File: src/rtl/rom_port_arbiter_pkg.sv
// -----------------------------------------------------------------------------
// rom_port_arbiter_pkg
//   Shared definitions for the instruction-ROM port arbiter:
//     owner_e         tag carried with each ROM beat (NONE / IF / MEM)
//     WAIT_W          width of the IF anti-starvation counter (MAX_WAIT <= 15)
//     rom_arb_wait_t  type of the anti-starvation counter
//     wait_next()     next value of the anti-starvation counter
// -----------------------------------------------------------------------------
package rom_port_arbiter_pkg;

    typedef enum logic [1:0] {
        OWN_NONE = 2'b00,
        OWN_IF   = 2'b01,
        OWN_MEM  = 2'b10
    } owner_e;

    localparam int WAIT_W = 4;

    typedef logic [WAIT_W-1:0] rom_arb_wait_t;

    // Counts consecutive cycles in which IF asks and is refused; saturates at
    // max_cnt and restarts from zero as soon as IF is served or stops asking.
    function automatic rom_arb_wait_t wait_next(input rom_arb_wait_t cnt,
                                                input rom_arb_wait_t max_cnt,
                                                input logic          if_denied);
        rom_arb_wait_t nxt;
        if (!if_denied) begin
            nxt = '0;
        end else if (cnt >= max_cnt) begin
            nxt = max_cnt;
        end else begin
            nxt = cnt + 1'b1;
        end
        return nxt;
    endfunction

endpackage

File: src/rtl/rom_port_arbiter_if.sv
// -----------------------------------------------------------------------------
// rom_port_arbiter_if
//   Bundles the requester-side handshakes (IF fetch, MEM load), the ROM port
//   and the pipeline stall of the ROM port arbiter.
//   Modports:
//     slave   - the arbiter itself (takes requests, drives grants/data/ROM)
//     master  - the surroundings (requesters and the ROM)
//   Parameters: ADDR_W (ROM byte address width), DATA_W (ROM word width).
// -----------------------------------------------------------------------------
interface rom_port_arbiter_if #(
    parameter int ADDR_W = 32,
    parameter int DATA_W = 32
);

    logic              if_req_i;
    logic [ADDR_W-1:0] if_addr_i;
    logic              if_gnt_o;
    logic              if_rvalid_o;
    logic [DATA_W-1:0] if_rdata_o;
    logic              if_flush_i;

    logic              mem_req_i;
    logic [ADDR_W-1:0] mem_addr_i;
    logic              mem_gnt_o;
    logic              mem_rvalid_o;
    logic [DATA_W-1:0] mem_rdata_o;

    logic              rom_ce_o;
    logic [ADDR_W-1:0] rom_addr_o;
    logic [DATA_W-1:0] rom_data_i;

    logic              stall_o;

    modport slave (
        input  if_req_i, if_addr_i, if_flush_i,
        input  mem_req_i, mem_addr_i,
        input  rom_data_i,
        output if_gnt_o, if_rvalid_o, if_rdata_o,
        output mem_gnt_o, mem_rvalid_o, mem_rdata_o,
        output rom_ce_o, rom_addr_o,
        output stall_o
    );

    modport master (
        output if_req_i, if_addr_i, if_flush_i,
        output mem_req_i, mem_addr_i,
        output rom_data_i,
        input  if_gnt_o, if_rvalid_o, if_rdata_o,
        input  mem_gnt_o, mem_rvalid_o, mem_rdata_o,
        input  rom_ce_o, rom_addr_o,
        input  stall_o
    );

endinterface

File: src/rtl/rom_arb_prio.sv
// -----------------------------------------------------------------------------
// rom_arb_prio
//   Combinational grant decision for the shared ROM port plus the IF
//   anti-starvation counter. MEM normally wins; once IF has been refused
//   MAX_WAIT cycles in a row it is forced through for one grant.
//   Ports:
//     clk       in   system clock
//     rst       in   asynchronous active-low reset
//     if_req    in   fetch request
//     mem_req   in   load request
//     if_gnt    out  fetch granted this cycle (combinational)
//     mem_gnt   out  load granted this cycle (combinational)
// -----------------------------------------------------------------------------
module rom_arb_prio
    import rom_port_arbiter_pkg::*;
#(
    parameter int MAX_WAIT = 4
) (
    input  logic clk,
    input  logic rst,
    input  logic if_req,
    input  logic mem_req,
    output logic if_gnt,
    output logic mem_gnt
);

    if (MAX_WAIT < 1 || MAX_WAIT > 15) begin : g_bad_max_wait
        $error("rom_arb_prio: MAX_WAIT must be in 1..15");
    end

    localparam rom_arb_wait_t MAX_CNT = rom_arb_wait_t'(MAX_WAIT);

    rom_arb_wait_t wait_cnt;
    logic          force_if;

    // Grants are gated by reset so nothing is accepted while the pipeline is
    // held clear; a grant in reset would be silently lost.
    always_comb begin
        force_if = if_req && (wait_cnt == MAX_CNT);
        mem_gnt  = rst && mem_req && !force_if;
        if_gnt   = rst && if_req && !mem_gnt;
    end

    always_ff @(posedge clk or negedge rst) begin
        if (!rst) begin
            wait_cnt <= '0;
        end else begin
            wait_cnt <= wait_next(wait_cnt, MAX_CNT, if_req && !if_gnt);
        end
    end

endmodule

File: src/rtl/rom_port_arbiter.sv
// -----------------------------------------------------------------------------
// rom_port_arbiter
//   Shares the single instruction ROM port between instruction fetch (IF) and
//   data loads (MEM). A grant in cycle N drives the registered ROM address in
//   N+1 and returns the owner-tagged word in N+2 (fixed latency 2, one grant
//   per cycle). IF is stalled whenever it requests and is not granted.
//   Ports:
//     clk   in      system clock, rising edge
//     rst   in      asynchronous active-low reset
//     bus   slave   rom_port_arbiter_if: IF/MEM handshakes, ROM port, stall
//   Parameters:
//     ADDR_W    ROM byte-address width (must match the interface)
//     DATA_W    ROM word width (must match the interface)
//     MAX_WAIT  consecutive IF refusals before IF is forced to win (1..15)
// -----------------------------------------------------------------------------
module rom_port_arbiter
    import rom_port_arbiter_pkg::*;
#(
    parameter int ADDR_W   = 32,
    parameter int DATA_W   = 32,
    parameter int MAX_WAIT = 4
) (
    input  logic                clk,
    input  logic                rst,
    rom_port_arbiter_if.slave   bus
);

    logic              if_gnt;
    logic              mem_gnt;

    logic              rom_ce_q;
    logic [ADDR_W-1:0] rom_addr_q;
    owner_e            tag1_q;
    logic              if_rvalid_q;
    logic              mem_rvalid_q;
    logic [DATA_W-1:0] if_rdata_q;
    logic [DATA_W-1:0] mem_rdata_q;
    logic              if_beat_kept;

    rom_arb_prio #(
        .MAX_WAIT (MAX_WAIT)
    ) u_prio (
        .clk     (clk),
        .rst     (rst),
        .if_req  (bus.if_req_i),
        .mem_req (bus.mem_req_i),
        .if_gnt  (if_gnt),
        .mem_gnt (mem_gnt)
    );

    // A flush only kills the IF beat currently sitting on the ROM port; a
    // fetch granted in the same cycle is a fresh request and survives.
    assign if_beat_kept = (tag1_q == OWN_IF) && !bus.if_flush_i;

    always_ff @(posedge clk or negedge rst) begin
        if (!rst) begin
            rom_ce_q     <= 1'b0;
            rom_addr_q   <= '0;
            tag1_q       <= OWN_NONE;
            if_rvalid_q  <= 1'b0;
            mem_rvalid_q <= 1'b0;
            if_rdata_q   <= '0;
            mem_rdata_q  <= '0;
        end else begin
            // Stage 1: drive the ROM for whoever won this cycle.
            rom_ce_q <= if_gnt || mem_gnt;
            if (mem_gnt) begin
                rom_addr_q <= bus.mem_addr_i;
                tag1_q     <= OWN_MEM;
            end else if (if_gnt) begin
                rom_addr_q <= bus.if_addr_i;
                tag1_q     <= OWN_IF;
            end else begin
                tag1_q     <= OWN_NONE;
            end

            // Stage 2: capture the ROM word for its owner; data holds otherwise.
            if_rvalid_q  <= if_beat_kept;
            mem_rvalid_q <= (tag1_q == OWN_MEM);
            if (if_beat_kept) begin
                if_rdata_q <= bus.rom_data_i;
            end
            if (tag1_q == OWN_MEM) begin
                mem_rdata_q <= bus.rom_data_i;
            end
        end
    end

    assign bus.if_gnt_o     = if_gnt;
    assign bus.mem_gnt_o    = mem_gnt;
    assign bus.stall_o      = bus.if_req_i & ~if_gnt;
    assign bus.rom_ce_o     = rom_ce_q;
    assign bus.rom_addr_o   = rom_addr_q;
    assign bus.if_rvalid_o  = if_rvalid_q;
    assign bus.if_rdata_o   = if_rdata_q;
    assign bus.mem_rvalid_o = mem_rvalid_q;
    assign bus.mem_rdata_o  = mem_rdata_q;

    a_single_gnt : assert property (@(posedge clk) disable iff (!rst)
                                    !(if_gnt && mem_gnt));

endmodule

File: src/flat_wrapper.sv
// flat-port wrapper written by rule: the top's interface ports become plain ports
module rom_port_arbiter_flat import rom_port_arbiter_pkg::*;
#(
    parameter int ADDR_W   = 32,
    parameter int DATA_W   = 32,
    parameter int MAX_WAIT = 4
)
  (clk, rst, bus_if_req_i, bus_if_addr_i, bus_if_flush_i, bus_mem_req_i, bus_mem_addr_i, bus_rom_data_i, bus_if_gnt_o, bus_if_rvalid_o, bus_if_rdata_o, bus_mem_gnt_o, bus_mem_rvalid_o, bus_mem_rdata_o, bus_rom_ce_o, bus_rom_addr_o, bus_stall_o);
  rom_port_arbiter_if #(.ADDR_W(ADDR_W), .DATA_W(DATA_W)) bus_i ();
  input  logic clk;
  input  logic rst;
  input wire logic [$bits(bus_i.if_req_i)-1:0] bus_if_req_i;
  input wire logic [$bits(bus_i.if_addr_i)-1:0] bus_if_addr_i;
  input wire logic [$bits(bus_i.if_flush_i)-1:0] bus_if_flush_i;
  input wire logic [$bits(bus_i.mem_req_i)-1:0] bus_mem_req_i;
  input wire logic [$bits(bus_i.mem_addr_i)-1:0] bus_mem_addr_i;
  input wire logic [$bits(bus_i.rom_data_i)-1:0] bus_rom_data_i;
  output wire logic [$bits(bus_i.if_gnt_o)-1:0] bus_if_gnt_o;
  output wire logic [$bits(bus_i.if_rvalid_o)-1:0] bus_if_rvalid_o;
  output wire logic [$bits(bus_i.if_rdata_o)-1:0] bus_if_rdata_o;
  output wire logic [$bits(bus_i.mem_gnt_o)-1:0] bus_mem_gnt_o;
  output wire logic [$bits(bus_i.mem_rvalid_o)-1:0] bus_mem_rvalid_o;
  output wire logic [$bits(bus_i.mem_rdata_o)-1:0] bus_mem_rdata_o;
  output wire logic [$bits(bus_i.rom_ce_o)-1:0] bus_rom_ce_o;
  output wire logic [$bits(bus_i.rom_addr_o)-1:0] bus_rom_addr_o;
  output wire logic [$bits(bus_i.stall_o)-1:0] bus_stall_o;
  assign bus_i.if_req_i = bus_if_req_i;
  assign bus_i.if_addr_i = bus_if_addr_i;
  assign bus_i.if_flush_i = bus_if_flush_i;
  assign bus_i.mem_req_i = bus_mem_req_i;
  assign bus_i.mem_addr_i = bus_mem_addr_i;
  assign bus_i.rom_data_i = bus_rom_data_i;
  assign bus_if_gnt_o = bus_i.if_gnt_o;
  assign bus_if_rvalid_o = bus_i.if_rvalid_o;
  assign bus_if_rdata_o = bus_i.if_rdata_o;
  assign bus_mem_gnt_o = bus_i.mem_gnt_o;
  assign bus_mem_rvalid_o = bus_i.mem_rvalid_o;
  assign bus_mem_rdata_o = bus_i.mem_rdata_o;
  assign bus_rom_ce_o = bus_i.rom_ce_o;
  assign bus_rom_addr_o = bus_i.rom_addr_o;
  assign bus_stall_o = bus_i.stall_o;
  rom_port_arbiter #(.ADDR_W(ADDR_W), .DATA_W(DATA_W), .MAX_WAIT(MAX_WAIT)) u_core (.clk(clk), .rst(rst), .bus(bus_i));
endmodule
File: config.mk
export PLATFORM = sky130hd
export DESIGN_NAME = rom_port_arbiter_flat
export DESIGN_NICKNAME = d
export VERILOG_FILES = /design/src/rtl/rom_port_arbiter_pkg.sv /design/src/rtl/rom_port_arbiter_if.sv /design/src/rtl/rom_arb_prio.sv /design/src/rtl/rom_port_arbiter.sv /design/src/flat_wrapper.sv
export SDC_FILE = /design/constraint.sdc
export NUM_CORES = 1
export LEC_CHECK = 0
export CELL_PAD_IN_SITES_DETAIL_PLACEMENT = 1
export CELL_PAD_IN_SITES_GLOBAL_PLACEMENT = 2
export CORE_UTILIZATION = 25
export CTS_CLUSTER_SIZE = 20
export DETAILED_ROUTE_END_ITERATION = 10
export PLACE_DENSITY_LB_ADDON = 0.1
export SETUP_SLACK_MARGIN = 0.05
export SYNTH_ARGS = -nofsm -noshare
export SYNTH_HDL_FRONTEND = slang
export SYNTH_HIERARCHICAL = 1
export SYNTH_SLANG_ARGS = --single-unit
File: constraint.sdc
create_clock -name clk -period 2 [get_ports clk]
set_clock_uncertainty 0.15 [all_clocks]
set_input_delay 0.4 -clock clk [delete_from_list [all_inputs] [get_ports clk]]
set_output_delay 0.4 -clock clk [all_outputs]
set_load 0.01 [all_outputs]
==> out/results.tsv, run 1 <==
stage	metric	value	unit
run_status	run status	finished with violations	
run_status	violated checks	negative hold slack, negative setup slack	
pwr	Peak VDD IR	0.371	mV
route	Post-DRT Antenna Nets	0	
sta	ratio of final minimum period to clock period	105	%
layout	area of the multi-input gates	0.00151	mm2
synth	Synth Area per Inst	13.9	um2
pwr	Comb pwr share	29.0	%
global_route	M2 GR Usage	23.1	%
layout	area delta synth->final	62.6	%
floorplanning	Die H	132	um
sta	Worst-Margin Slew	611	ps
critical_path	required time of the critical path	1450	ps
pwr	total power	6.38	mW
clock_tree	Skew-Pair Late Insertion Delay	340	ps
route	DRC errors left	0	
place	Setup WS pre-CTS	-378	ps
synth	Simple-Gate Fraction of Synth Area	5.56	%
synth	syn_nets	409	
sta	Slew Limit Fails	0	
pwr	sw power	1.70	mW
pwr	power per cell area	923	mW/mm2
floorplanning	Core Box Area	0.0166	mm2
critical_path	CP Data Arrival Time	1560	ps
sta	worst setup margin	-109	ps
pwr	clock network power share	28.2	%
global_route	Total GRT Usage	14.4	%
layout	Fillers	1764	
critical_path	critical setup path kind	reg -> out	
global_route	met1 usage	16.7	%
layout	ant diodes	0	
layout	share of layout cells above drive strength 1	20.5	%
sta	crit path time final	2110	ps
route	1st-pass router iterations	2	
global_route	global-route wire length before repair	19500	um
floorplanning	IO Count	203	
critical_path	worst-path cell chain	inv_1, ha_2, nand3b_1, o211a_4, buf_6	
synth	warning count from the yosys run	6	
synth	Post-Synth Adder-Cell Area	0.589	%
global_route	busiest layer in global routing	met2	
critical_path	critical path's slowest cell	dfrtp_1	
floorplanning	Initial Utilization	25.6	%
place	hpwl dp	8530	um
job	Max Cap Viol	0	
synth	top post-synthesis cells by area	dfrtp_1 (62%), mux2_2 (17%), mux2i_1 (7.5%), o21ai_0 (3.8%), nand2_1 (2.9%)	
route	final wirelength	11900	um
route	via count	3188	
synth	mux contribution to synthesized area	24.5	%
critical_path	CP endpoint kind	output port	
synth	Synth Cell Area	0.00425	mm2
clock_tree	Hold Buf Count CTS	0	
synth	Yosys reg bits	105	
clock_tree	total clock buffers created by CTS	9	
synth	Unique masters post-synth	25	
sta	hold_ws	-12.6	ps
sta	worst relative slew slack	59.3	%
global_route	initial antenna violation count	0	
clock_tree	CTS Buffer Depth	2	
global_route	met3 Usage GRT	6.28	%
route	Via density	4.30	
pwr	Sw Share	26.6	%
layout	nets	620	
pwr	Sequential Power Share	42.8	%
synth	post-synthesis sequential area ratio	61.8	%
pwr	Cell Int Power	4.69	mW
place	I/O Buffers	202	
worst_hold_path	worst min path class	in -> async	
layout	Sequential cell area	0.00263	mm2
critical_path	slowest cell delay on critical path	380	ps
clock_tree	clock root buffer	clkbuf_16	
synth	share of the synthesized area in the top cell type	61.8	%
clock_tree	CTS tree	done	
sta	Hold Vio Cnt, Final	9	
sta	RSZ-0062 raised after global routing	true	
clock_tree	Reg clk slew, reported paths	70	ps
critical_path	CP max FO	2	
global_route	vias in the first global route	3639	
critical_path	Critical Path Start Type	flip-flop	
sta	setup_tns	-284	ps
synth	most common flop cell mapped by yosys	dfrtp_1	
floorplanning	Placement Rows	47	
floorplanning	die footprint	0.0175	mm2
place	RePlAce Congestion	0.691	
route	Iter 0 DRT Violations	71	
sta	Setup violations, final	3	
synth	Synth Area in Compound Gates	4.12	%
synth	largest family of logic cells by synthesized area	multiplexers	
layout	fin util	41.7	%
global_route	largest net degree at the start of global routing	107	
floorplanning	Die Wd	132	um
synth	Post-Synth XOR/XNOR Area	0	%
synth	number of synthesized flops with an enable pin	0	
route	routed length per instance	16.1	um
global_route	GRT overflow	0	
clock_tree	H-tree levels	3	
synth	synthesized instance count	306	
pwr	total leakage power	2.81	nW
synth	asr flop ratio synth	100	%
clock_tree	TritonCTS Sinks	105	
sta	f_max	474	MHz
synth	post-synth top area cell	dfrtp_1	
[area by class of cell]
type,instances,area share [%]
Clock inverter,7,1.09
Timing Repair Buffer,218,31.7
Tap cell,220,3.98
Multi-Input combinational cell,179,21.8
Inverter,4,0.217
Sequential cell,105,38.0
Clock buffer,9,3.26
[cell usage after synthesis, drive strengths merged (2+ instances only)]
| library cell | n |
|---|---|
| ha | 2 |
| o21ai | 32 |
| clkbuf | 6 |
| nand2 | 33 |
| nand2b | 2 |
| nor2b | 3 |
| mux2i | 32 |
| inv | 4 |
| nor4 | 2 |
| dfrtp | 105 |
| buf | 12 |
| mux2 | 64 |
[power by group through the flow]
stage          logic [mW]  clock network (mW)  registers, mW
2_1_floorplan       0.455                   0           2.96
3_3_place_gp         1.85                   0           2.75
3_5_place_dp         1.88                   0           2.78
4_1_cts              1.89                1.91           2.74
5_1_grt              1.99                1.97           2.79
6_report             1.85                1.80           2.73
[state kept, by name (all words and copies together) (netlist names)]
signal / flops
u_core/bus.if_rvalid_o: 1
u_core/bus.mem_rvalid_o: 1
u_core/u_prio/wait_cnt: 4
u_core/bus.rom_ce_o: 1
u_core/tag1_q: 2
u_core/bus.mem_rdata_o: 32
u_core/bus.rom_addr_o: 32
u_core/bus.if_rdata_o: 32
[per-stage QoR]
| stage | cell area, um2 | cells |
|---|---|---|
| CTS | 6890 | 741 |
| global placement | 6580 | 724 |
| global route | 6910 | 742 |
| finish | 6910 | 742 |
| floorplan | 4260 | 306 |
| detailed placement | 6580 | 724 |
[cell usage in the layout (no fill, tap or decap), types with 2 or more instances in the layout]
| master | instances |
|---|---|
| inv_6 | 3 |
| clkdlybuf4s50_1 | 198 |
| buf_4 | 12 |
| mux2_2 | 63 |
| dfrtp_1 | 105 |
| clkbuf_16 | 9 |
| o21ai_0 | 32 |
| buf_12 | 4 |
| nor2b_1 | 3 |
| inv_1 | 4 |
| clkinv_2 | 2 |
| nand2_1 | 33 |
| buf_2 | 2 |
| mux2i_1 | 32 |
[worst paths after layout]
kind	from	to	slack (ps)	cells after the start
worst max-delay path	u_core/u_prio/wait_cnt[1]$_DFF_PN0_	bus_mem_gnt_o	-110	5
worst min-delay path	rst	u_core/bus.rom_addr_o[18]$_DFFE_PN0P_	-10	2
worst max register to register	u_core/u_prio/wait_cnt[1]$_DFF_PN0_	u_core/bus.rom_addr_o[14]$_DFFE_PN0P_	60	7
worst min register to register	u_core/bus.if_rdata_o[4]$_DFFE_PN0P_	u_core/bus.if_rdata_o[4]$_DFFE_PN0P_	340	1
max in group asynchronous	rst	u_core/bus.rom_addr_o[20]$_DFFE_PN0P_	1230	2
min in group clk	u_core/bus.if_rdata_o[4]$_DFFE_PN0P_	u_core/bus.if_rdata_o[4]$_DFFE_PN0P_	340	1
[logic make-up (layout without fill, tap and decap cells)]
family	count (synthesis)	after routing
DFF	105	105
muxes	96	96
and+or+nand+nor	46	46
AOI/OAI and AO/OA	34	34
buffers and inverters	22	238
adders and majority gates	2	2
other	1	1
[timing repair]
action                     in CTS  in global routing
cloned                          0                  0
pin swaps                       4                  1
resized for setup              18                  4
setup endpoints to repair      36                 37
setup buffers                   1                  1
[per-layer routing]
| metal | part of all wire (%) | vias up |
|---|---|---|
| met1 | 41 | 1560 |
| met2 | 47 | 131 |
| met5 | 0 | - |
| met3 | 10 | 15 |
| met4 | 2.1 | 0 |
| li1 | - | 1482 |
[worst max-delay path, delay by kind of cell, from the launching register on]
family | cells | cell delay, ps
buffers and inverters | 2 | 190
and+or+nand+nor | 1 | 170
adders and majority gates | 1 | 180
AOI/OAI and AO/OA | 1 | 300
DFF | 1 | 380
No activity file was read; power rests on OpenSTA's default activity.
==> run 2: changes to the inputs <==
--- a/config.mk
+++ b/config.mk
@@ -7,7 +7,7 @@
 export LEC_CHECK = 0
 export CELL_PAD_IN_SITES_DETAIL_PLACEMENT = 1
 export CELL_PAD_IN_SITES_GLOBAL_PLACEMENT = 2
-export CORE_UTILIZATION = 25
+export CORE_UTILIZATION = 27
 export CTS_CLUSTER_SIZE = 20
 export DETAILED_ROUTE_END_ITERATION = 10
 export PLACE_DENSITY_LB_ADDON = 0.1
==> constraint.sdc (replaced) <==
create_clock -name clk -period 2.68 [get_ports clk]
set_clock_uncertainty 0.15 [all_clocks]
set_input_delay 0.536 -clock clk [delete_from_list [all_inputs] [get_ports clk]]
set_output_delay 0.536 -clock clk [all_outputs]
set_load 0.01 [all_outputs]
==> out/results.tsv, run 2 (synthesis results as in run 1) <==
stage	metric	value	unit	change
run_status	run status	finished, final reports clean		was finished with violations
layout	commonest non-fill, non-tap cell in the layout	clkdlybuf4s50_1		unchanged
clock_tree	H-tree levels	3		unchanged
sta	worst relative slew slack	42.1	%	was 59.3%
floorplanning	Core Box Area	0.0153	mm2	was 0.0166 mm2
clock_tree	Hold Buf Count CTS	0		unchanged
global_route	met1 usage	16.8	%	was 16.7%
place	hpwl dp	8450	um	was 8530 um
place	RePlAce Congestion	0.688		was 0.691
floorplanning	Die Wd	127	um	was 132 um
global_route	busiest layer in global routing	met2		unchanged
critical_path	Critical Path Start Type	flip-flop		unchanged
pwr	power per cell area	691	mW/mm2	was 923 mW/mm2
clock_tree	clock root buffer	clkbuf_16		unchanged
layout	most frequent cells in the layout	clkdlybuf4s50_1 (198), dfrtp_1 (105), mux2_2 (63)		unchanged
clock_tree	Reg clk slew, reported paths	80	ps	was 70 ps
pwr	total leakage power	2.76	nW	was 2.81 nW
sta	ratio of final minimum period to clock period	91.9	%	
job	Max Cap Viol	0		unchanged
clock_tree	Skew-Pair Late Insertion Delay	340	ps	about the same
critical_path	critical setup path kind	reg -> out		unchanged
route	Post-DRT Antenna Nets	0		unchanged
floorplanning	Initial Utilization	27.9	%	was 25.6%
layout	post-route cell area	0.00680	mm2	was 0.00691 mm2
pwr	Peak VDD IR	0.299	mV	was 0.371 mV
global_route	Total GRT Usage	15.3	%	was 14.4%
critical_path	CP endpoint kind	output port		unchanged
sta	Setup violations, final	0		was 3
global_route	global-route wire length before repair	18900	um	was 19500 um
sta	crit path time final	2460	ps	
floorplanning	IO Count	203		unchanged
route	1st-pass router iterations	3		was 2
critical_path	CP max FO	3		was 2
sta	worst setup margin	216	ps	was -109 ps
route	via count	3198		was 3188
pwr	total power	4.70	mW	was 6.38 mW
clock_tree	total clock buffers created by CTS	9		unchanged
place	Setup WS pre-CTS	45.6	ps	was -378 ps
global_route	largest net degree at the start of global routing	70		was 107
place	Placed Area	0.00651	mm2	was 0.00658 mm2
place	I/O Buffers	202		unchanged
critical_path	CP Data Arrival Time	1780	ps	was 1560 ps
critical_path	required time of the critical path	1990	ps	was 1450 ps
sta	Slew Limit Fails	0		unchanged
route	DRC errors left	0		unchanged
route	routed length per instance	16.1	um	about the same
clock_tree	TritonCTS Sinks	105		unchanged
global_route	M2 GR Usage	25.7	%	was 23.1%
floorplanning	die footprint	0.0163	mm2	was 0.0175 mm2
route	Via density	4.40		was 4.30
layout	share of layout cells above drive strength 1	18.6	%	was 20.5%
floorplanning	Placement Rows	45		was 47
floorplanning	Die H	127	um	was 132 um
layout	Fillers	1638		was 1764
global_route	GRT overflow	0		unchanged
route	Iter 0 DRT Violations	75		was 71
layout	ant diodes	0		unchanged
sta	setup_tns	0	ps	was -284 ps
sta	RSZ-0062 raised after global routing	false		was true
route	final wirelength	11700	um	was 11900 um
worst_hold_path	worst min path class	in -> async		unchanged
clock_tree	CTS Buffer Depth	2		unchanged
clock_tree	CTS tree	done		unchanged
global_route	initial antenna violation count	0		unchanged
layout	nets	613		was 620
sta	Hold Vio Cnt, Final	0		was 9
sta	Worst-Margin Slew	868	ps	was 611 ps
global_route	vias in the first global route	3593		was 3639
layout	area delta synth->final	59.9	%	was 62.6%
sta	f_max	406	MHz	
global_route	met3 Usage GRT	8.25	%	was 6.28%
## run 2: cell types whose count changed in the layout (fill, tap and decap cells not counted), moves of 2 or more
cell	delta
buf_12	-2
clkinv_2	-2
buf_2	-2
dlygate4sd2_1	+3
buf_4	-4
clkinvlp_4	+2
## run 2: stage by stage
step	utilization [%]	std cells	hold slack, ps
after global routing	44.6	726	50.5
final	44.6	726	46.9
after floorplan	-	306	90.4
after detailed placement	42.7	710	331
after global placement	42.7	710	309
after CTS	44.6	726	43.3
## run 2: area by class of cell
type                            count  area, um2  area share (%)
Timing Repair Buffer              211       2110            31.0
Tap cell                          211        264            3.88
Clock inverter                      6       50.0           0.736
Multi-Input combinational cell    179       1500            22.0
Clock buffer                       10        239            3.51
Inverter                            4       15.0           0.221
Sequential cell                   105       2630            38.6
## run 2: metal layers
layer / up-vias / wire length, um
li1: 1463 / -
met1: 1604 / 4600
met2: 125 / 5700
met3: 6 / 1320
met4: 0 / 96
met5: - / 0
## run 2: path summary, 6_finish.rpt
| check | from | endpoint | slack, ps | depth (start not counted) |
|---|---|---|---|---|
| setup / recovery | u_core/u_prio/wait_cnt[0]$_DFF_PN0_ | bus_mem_gnt_o | 220 | 5 |
| hold / removal | rst | u_core/bus.if_rdata_o[5]$_DFFE_PN0P_ | 50 | 2 |
| setup reg to reg | u_core/u_prio/wait_cnt[0]$_DFF_PN0_ | u_core/bus.rom_addr_o[31]$_DFFE_PN0P_ | 550 | 7 |
| hold reg to reg | u_core/bus.if_rdata_o[4]$_DFFE_PN0P_ | u_core/bus.if_rdata_o[4]$_DFFE_PN0P_ | 350 | 1 |
| max in group asynchronous | rst | u_core/bus.if_rdata_o[27]$_DFFE_PN0P_ | 1190 | 3 |
| min in group clk | u_core/bus.if_rdata_o[4]$_DFFE_PN0P_ | u_core/bus.if_rdata_o[4]$_DFFE_PN0P_ | 350 | 1 |
## run 2: repair_timing
item	4_1_cts	5_1_grt
resized for setup	3	0
buffers inserted	0	0
setup endpoints to repair	3	0
## run 2: where the power goes
group / switching [mW] / total (mW) / internal, mW
Combinational: 0.496 / 1.36 / 0.866
Sequential: 0.156 / 2.04 / 1.89
Clock: 0.625 / 1.29 / 0.667
Total: 1.28 / 4.70 / 3.42
## run 2: critical path: stages, from the launching register on
cell,delay (ps)
dfrtp_1,410
inv_1,70
ha_1,180
nand3b_1,170
o211a_2,300
dlygate4sd2_1,300
